## config.mk

```make
export PLATFORM = sky130hd
export DESIGN_NAME = spi_crc_block_ctrl
export DESIGN_NICKNAME = d
export VERILOG_FILES = /design/src/rtl/spi_crc_pkg.sv /design/src/rtl/spi_crc16_step.sv /design/src/rtl/spi_crc_block_ctrl.sv
export SDC_FILE = /design/constraint.sdc
export NUM_CORES = 1
export LEC_CHECK = 0
export CAP_MARGIN = 10
export CELL_PAD_IN_SITES_DETAIL_PLACEMENT = 1
export CELL_PAD_IN_SITES_GLOBAL_PLACEMENT = 2
export CORE_ASPECT_RATIO = 1.1
export CORE_MARGIN = 1
export CORE_UTILIZATION = 29
export CTS_CLUSTER_SIZE = 40
export DETAILED_ROUTE_END_ITERATION = 12
export PLACE_DENSITY = 0.72
export RECOVER_POWER = 25
export SYNTH_ARGS = -nofsm -noshare
export SYNTH_HDL_FRONTEND = slang
export SYNTH_SLANG_ARGS = --single-unit
```

## constraint.sdc

```tcl
create_clock -name clk -period 1.7 [get_ports clk]
set_input_delay 0.255 -clock clk [delete_from_list [all_inputs] [get_ports clk]]
set_output_delay 0.255 -clock clk [all_outputs]
set_load 0.05 [all_outputs]
```

## src/rtl/spi_crc_pkg.sv

```systemverilog
// ---------------------------------------------------------------------------
// spi_crc_pkg
// Shared constants for the SPI block CRC sequencer:
//   - CRC16-CCITT polynomial and initial value (MSB-first, no reflection,
//     no final XOR)
//   - controller state encoding
// ---------------------------------------------------------------------------
package spi_crc_pkg;

   localparam logic [15:0] CRC_POLY = 16'h1021;
   localparam logic [15:0] CRC_INIT = 16'h0000;

   typedef enum logic [2:0] {
      ST_IDLE   = 3'd0,
      ST_DATA   = 3'd1,
      ST_CRC_HI = 3'd2,
      ST_CRC_LO = 3'd3,
      ST_DONE   = 3'd4
   } state_t;

endpackage : spi_crc_pkg

```

## src/rtl/spi_crc16_step.sv

```systemverilog
// ---------------------------------------------------------------------------
// spi_crc16_step
// Purely combinational CRC16-CCITT byte step. The byte is folded into the
// top of the register and then shifted out MSB-first over eight bit steps.
//
// Ports:
//   crc_in   [15:0]  current CRC register value
//   data     [7:0]   byte to absorb
//   crc_next [15:0]  CRC after absorbing data
// ---------------------------------------------------------------------------
module spi_crc16_step
   import spi_crc_pkg::*;
(
   input  logic [15:0] crc_in,
   input  logic [7:0]  data,
   output logic [15:0] crc_next
);

   logic [15:0] acc;

   // NOTE: acc is a combinational scratch variable that is updated several
   // times within one evaluation, so it uses blocking assignments; state
   // registers elsewhere use non-blocking assignments.
   always_comb begin
      acc = crc_in ^ {data, 8'h00};
      for (int i = 0; i < 8; i++) begin
         if (acc[15]) acc = {acc[14:0], 1'b0} ^ CRC_POLY;
         else         acc = {acc[14:0], 1'b0};
      end
      crc_next = acc;
   end

endmodule : spi_crc16_step

```

## src/rtl/spi_crc_block_ctrl.sv

```systemverilog
// ---------------------------------------------------------------------------
// spi_crc_block_ctrl
// Frames one block of BLOCK_LEN data bytes between the byte FIFO and the SPI
// shifter. Data bytes pass straight through while the CRC16-CCITT is
// accumulated. In write mode the two CRC bytes (high first) are appended to
// the output stream; in read mode the two trailing CRC bytes are consumed
// from the input stream and compared. One done pulse is issued per block.
//
// Ports:
//   clk, rst             clock, synchronous active-high reset
//   start                one-cycle pulse, begins a block (IDLE only)
//   wr_mode              sampled at start: 1 = generate CRC, 0 = check CRC
//   abort                cancels the block in progress
//   in_data/valid/ready  input byte stream
//   out_data/valid/ready output byte stream
//   busy                 high in every state except IDLE
//   done                 one-cycle pulse at block end
//   crc_ok               CRC check result (write mode: 1), held until start
//   crc_val              computed CRC, held until next block completes
// ---------------------------------------------------------------------------
module spi_crc_block_ctrl
   import spi_crc_pkg::*;
#(
   parameter int BLOCK_LEN = 512,
   parameter int CNT_W     = 12
)(
   input  logic        clk,
   input  logic        rst,
   input  logic        start,
   input  logic        wr_mode,
   input  logic        abort,
   input  logic [7:0]  in_data,
   input  logic        in_valid,
   output logic        in_ready,
   output logic [7:0]  out_data,
   output logic        out_valid,
   input  logic        out_ready,
   output logic        busy,
   output logic        done,
   output logic        crc_ok,
   output logic [15:0] crc_val
);

   state_t            state_q, state_d;
   logic              wr_q;
   logic [15:0]       crc_q;
   logic [15:0]       crc_step;
   logic [CNT_W-1:0]  cnt_q;
   logic [7:0]        rx_hi_q;
   logic              data_hs;
   logic              last_byte;

   spi_crc16_step u_step (
      .crc_in   (crc_q),
      .data     (in_data),
      .crc_next (crc_step)
   );

   // In DATA the input side is ready exactly when the output side is, so a
   // data handshake is in_valid & out_ready.
   assign data_hs   = (state_q == ST_DATA) && in_valid && out_ready;
   assign last_byte = (cnt_q == CNT_W'(BLOCK_LEN - 1));

   // NOTE: every output and next-state variable gets a default before the
   // case statement so no path through this block can infer a latch.
   always_comb begin
      state_d   = state_q;
      in_ready  = 1'b0;
      out_valid = 1'b0;
      out_data  = 8'h00;
      done      = 1'b0;
      busy      = (state_q != ST_IDLE);

      case (state_q)
         ST_IDLE: begin
            if (start) state_d = ST_DATA;
         end
         ST_DATA: begin
            out_data  = in_data;
            out_valid = in_valid;
            in_ready  = out_ready;
            if (data_hs && last_byte) state_d = ST_CRC_HI;
         end
         ST_CRC_HI: begin
            if (wr_q) begin
               out_data  = crc_q[15:8];
               out_valid = 1'b1;
               if (out_ready) state_d = ST_CRC_LO;
            end else begin
               in_ready = 1'b1;
               if (in_valid) state_d = ST_CRC_LO;
            end
         end
         ST_CRC_LO: begin
            if (wr_q) begin
               out_data  = crc_q[7:0];
               out_valid = 1'b1;
               if (out_ready) state_d = ST_DONE;
            end else begin
               in_ready = 1'b1;
               if (in_valid) state_d = ST_DONE;
            end
         end
         ST_DONE: begin
            done    = 1'b1;
            state_d = ST_IDLE;
         end
         default: state_d = ST_IDLE;
      endcase

      // abort overrides every transition out of a non-IDLE state, including
      // the completion of DONE, so an aborted block never reports done.
      if (abort && (state_q != ST_IDLE)) begin
         state_d = ST_IDLE;
         done    = 1'b0;
      end
   end

   // NOTE: sequential state uses non-blocking assignments so every register
   // samples the values from before this clock edge.
   always_ff @(posedge clk) begin
      if (rst) begin
         state_q <= ST_IDLE;
         wr_q    <= 1'b0;
         crc_q   <= CRC_INIT;
         cnt_q   <= '0;
         rx_hi_q <= 8'h00;
         crc_val <= 16'h0000;
         crc_ok  <= 1'b0;
      end else begin
         state_q <= state_d;
         if (state_q == ST_IDLE) begin
            if (start) begin
               wr_q   <= wr_mode;
               crc_q  <= CRC_INIT;
               cnt_q  <= '0;
               crc_ok <= 1'b0;
            end
         end else if (abort) begin
            // Any byte accepted in the abort cycle is dropped from the CRC.
            crc_ok <= 1'b0;
         end else begin
            case (state_q)
               ST_DATA: begin
                  if (data_hs) begin
                     crc_q <= crc_step;
                     cnt_q <= last_byte ? '0 : cnt_q + 1'b1;
                  end
               end
               ST_CRC_HI: begin
                  if (!wr_q && in_valid) rx_hi_q <= in_data;
               end
               ST_CRC_LO: begin
                  if (!wr_q && in_valid) crc_ok <= ({rx_hi_q, in_data} == crc_q);
               end
               ST_DONE: begin
                  crc_val <= crc_q;
                  if (wr_q) crc_ok <= 1'b1;
               end
               default: ;
            endcase
         end
      end
   end

endmodule : spi_crc_block_ctrl

```

==> flow_summary_export.csv, run 1 <==
group,metric,value,unit
clock_network,cts_sinks,57,
worst_setup_path,path_max_fanout,8,
cells_and_area,n_antenna_cell,0,
detailed_routing,drcViolationCount,0,
hold_path,hp-class,"in -> reg",
detailed_routing,vias,3080,
worst_setup_path,start_kind,"register",
global_route,grt_pass1_vias,3187,
clock_network,worstSkewPairLatency,350,ps
detailed_routing,wl_per_cell,17.1,µm
floorplan,io_pins,44,
cells_and_area,synthToLayoutAreaGrowth,54.9,%
cells_and_area,drive_above_1_share,32.4,%
detailed_routing,ant_nets,0,
cells_and_area,final_cell_mix,"buf_4, nand2_1, dfxtp_1, a21oi_1",
sta,hold-worst-slack,261,ps
floorplan,coreArea,10000,µm²
floorplan,chipWidth,99.5,µm
pwr,p_per_area,908,nW/µm²
sta,setup_ws,-106,ps
clock_network,clk_pin_slew,70,ps
worst_setup_path,worstPathArrival,1550,ps
detailed_routing,vias_per_cell,5.00,
floorplan,dieArea,10900,µm²
clock_network,clk_path_buf_depth,2,
logic_synthesis,yosys_warnings,0,
sta,tns,-1200,ps
clock_network,cts_tree,"yes",
clock_network,cts_made_buffers,9,
clock_network,holdBufCountCts,0,
logic_synthesis,synth_nets,381,
detailed_routing,drt_iter0_drc,80,
floorplan,initial_utilization,30.2,%
worst_setup_path,worstSetupPathType,"reg -> out",
sta,fin_crit_sh,106,%
cells_and_area,stdcell_area,4700,µm²
worst_setup_path,worst_ep_required_time,1440,ps
pwr,max-vdd-ir-drop,0.433,mV
logic_synthesis,synth.yosys.seq_area_share,37.6,%
sta,max_slew_margin,59.9,%
placed_design,dp_slack,-268,ps
sta,fmax,554,MHz
logic_synthesis,avgSynthCellArea,8.31,µm²
cells_and_area,layout_commonest_cell,"buf_4",
placed_design,post-dp-hpwl,7.81,mm
clock_network,ctsRootBufferMaster,"clkbuf_8",
global_route,grt_pass1_wl,16.5,mm
outcome,violations,"setup timing",
sta,slew_violations,0,
logic_synthesis,syn-cell-area,3030,µm²
placed_design,gp_congestion,0.765,
outcome,status,"complete, but fails checks",
floorplan,rows,38,
logic_synthesis,synth-async-reset-ratio,0,%
sta,rsz0062_at_grt,"true",
job,cap_violations,0,
sta,skew,10.1,ps
sta,min_period,1810,ps
sta,finalSetupViolCount,22,
global_route,grt_usage,20.2,%
logic_synthesis,synth.distinct_cells,53,
global_route,grt_overflow,0,
sta,hold_violations,0,
logic_synthesis,netlist_instances,365,
sta,worst-slew-pin-transition,604,ps
clock_network,ctsHtreeMaxLevel,3,
detailed_routing,wirelength,10.5,mm
placed_design,port_buffers,43,
worst_setup_path,end_kind,"primary output",
logic_synthesis,synth_edf_count,0,
global_route,antenna_found_initial,0,
detailed_routing,first_pass_iters,4,
logic_synthesis,synth_flop_cell,"dfxtp_1",
pwr,p_leak,1.84,nW
placed_design,place_area,4250,µm²
logic_synthesis,ys_ff_latch,57,
cells_and_area,nNetsFinal,488,
floorplan,die_height,109,µm
global_route,grt_start_max_net_pins,22,
[worst max-delay path, stage by stage (launching register included)]
cell     delay, ps
dfxtp_4        400
buf_12         130
nor2b_4        200
nand2_8        130
o21ai_4        180
buf_12         160
[report_power, final]
part,total (mW),switching (mW),internal [mW]
Combinational,1.51,0.765,0.747
Sequential,1.44,0.0681,1.38
Clock,1.31,0.564,0.745
[flip-flops by register name, summed over array words and instances, names as in the netlist]
register	count
cnt_q	12
crc_ok	1
crc_q	16
crc_val	16
rx_hi_q	8
state_q	3
wr_q	1
[cell type report]
cell class | count | area [µm²]
Multi-Input combinational cell | 283 | 2060
Timing Repair Buffer | 119 | 1100
Sequential cell | 57 | 1150
Inverter | 2 | 12.5
Fill cell | 1147 | 5340
Clock inverter | 3 | 40.0
Clock buffer | 12 | 155
Tap cell | 140 | 175
[through the flow]
| stage | utilization, % | cells | power (mW) |
|---|---|---|---|
| finish | 46.8 | 616 | 4.27 |
| global route | 46.8 | 616 | 4.48 |
| CTS | 45.4 | 607 | 4.18 |
| detailed placement | 42.4 | 591 | 2.78 |
| global placement | 42.4 | 591 | 2.76 |
| floorplan | - | 365 | 2.13 |
[kinds of logic after synthesis]
logic type / count (synthesis) / synth area share [%]
AOI/OAI and AO/OA: 79 / 16.0
DFF: 57 / 37.6
muxes: 20 / 6.64
adders and majority gates: 1 / 0.412
buffers and inverters: 25 / 3.79
xor gates and xnor gates: 40 / 11.6
and+or+nand+nor: 143 / 24.0
[Yosys cell counts (4+ instances only)]
cell | count | area share (%)
xnor2_1 | 20 | 5.8
nand2_1 | 63 | 7.8
dfxtp_1 | 57 | 38
o21ai_0 | 18 | 3.0
nor2b_1 | 5 | 1.0
a31oi_1 | 6 | 1.2
a21oi_1 | 32 | 5.3
buf_2 | 5 | 0.82
nor4_1 | 4 | 0.82
nand3_1 | 12 | 2.0
mux2i_1 | 19 | 6.3
a211oi_1 | 4 | 0.99
and3_1 | 5 | 1.0
nor3_1 | 4 | 0.66
clkbuf_1 | 14 | 1.7
nand3b_1 | 4 | 0.99
nor2_1 | 19 | 2.4
nand4_1 | 10 | 2.1
xor2_1 | 20 | 5.8
[layer usage]
metal  GRT usage [%]  share of wire, %  vias up
li1                -                 -     1508
met1            24.8                46     1508
met2            35.2                50       50
met3            4.04               2.9       14
met4            6.83               1.3        0
met5               0                 0        -
[what timing repair did]
action / 4_1_cts / 5_1_grt
hold endpoints to repair: 0 / 0
gates cloned: 0 / 1
pin swaps: 8 / 10
setup buffers: 1 / 9
gates resized for setup: 24 / 29
endpoints found under the setup margin: 28 / 43
[final timing paths]
| check | end | from | slack, ps | depth (start not counted) |
|---|---|---|---|---|
| worst min-delay path | wr_q$_SDFFE_PP0P_ | rst | 260 | 2 |
| worst max register to register | cnt_q[5]$_SDFFE_PP0P_ | state_q[2]$_SDFFE_PP0P_ | -50 | 6 |
| worst min register to register | crc_val[9]$_SDFFE_PP0P_ | crc_val[9]$_SDFFE_PP0P_ | 460 | 2 |
| worst max-delay path | out_data[7] | state_q[1]$_SDFFE_PP0P_ | -110 | 5 |
No activity file was read; power rests on OpenSTA's default activity.
==> inputs of run 2 (changes only) <==
- GPL_ROUTABILITY_DRIVEN: default -> 1
==> results of run 2 <==
No change in the layout: final DEF, timing and power equal those of run 1.
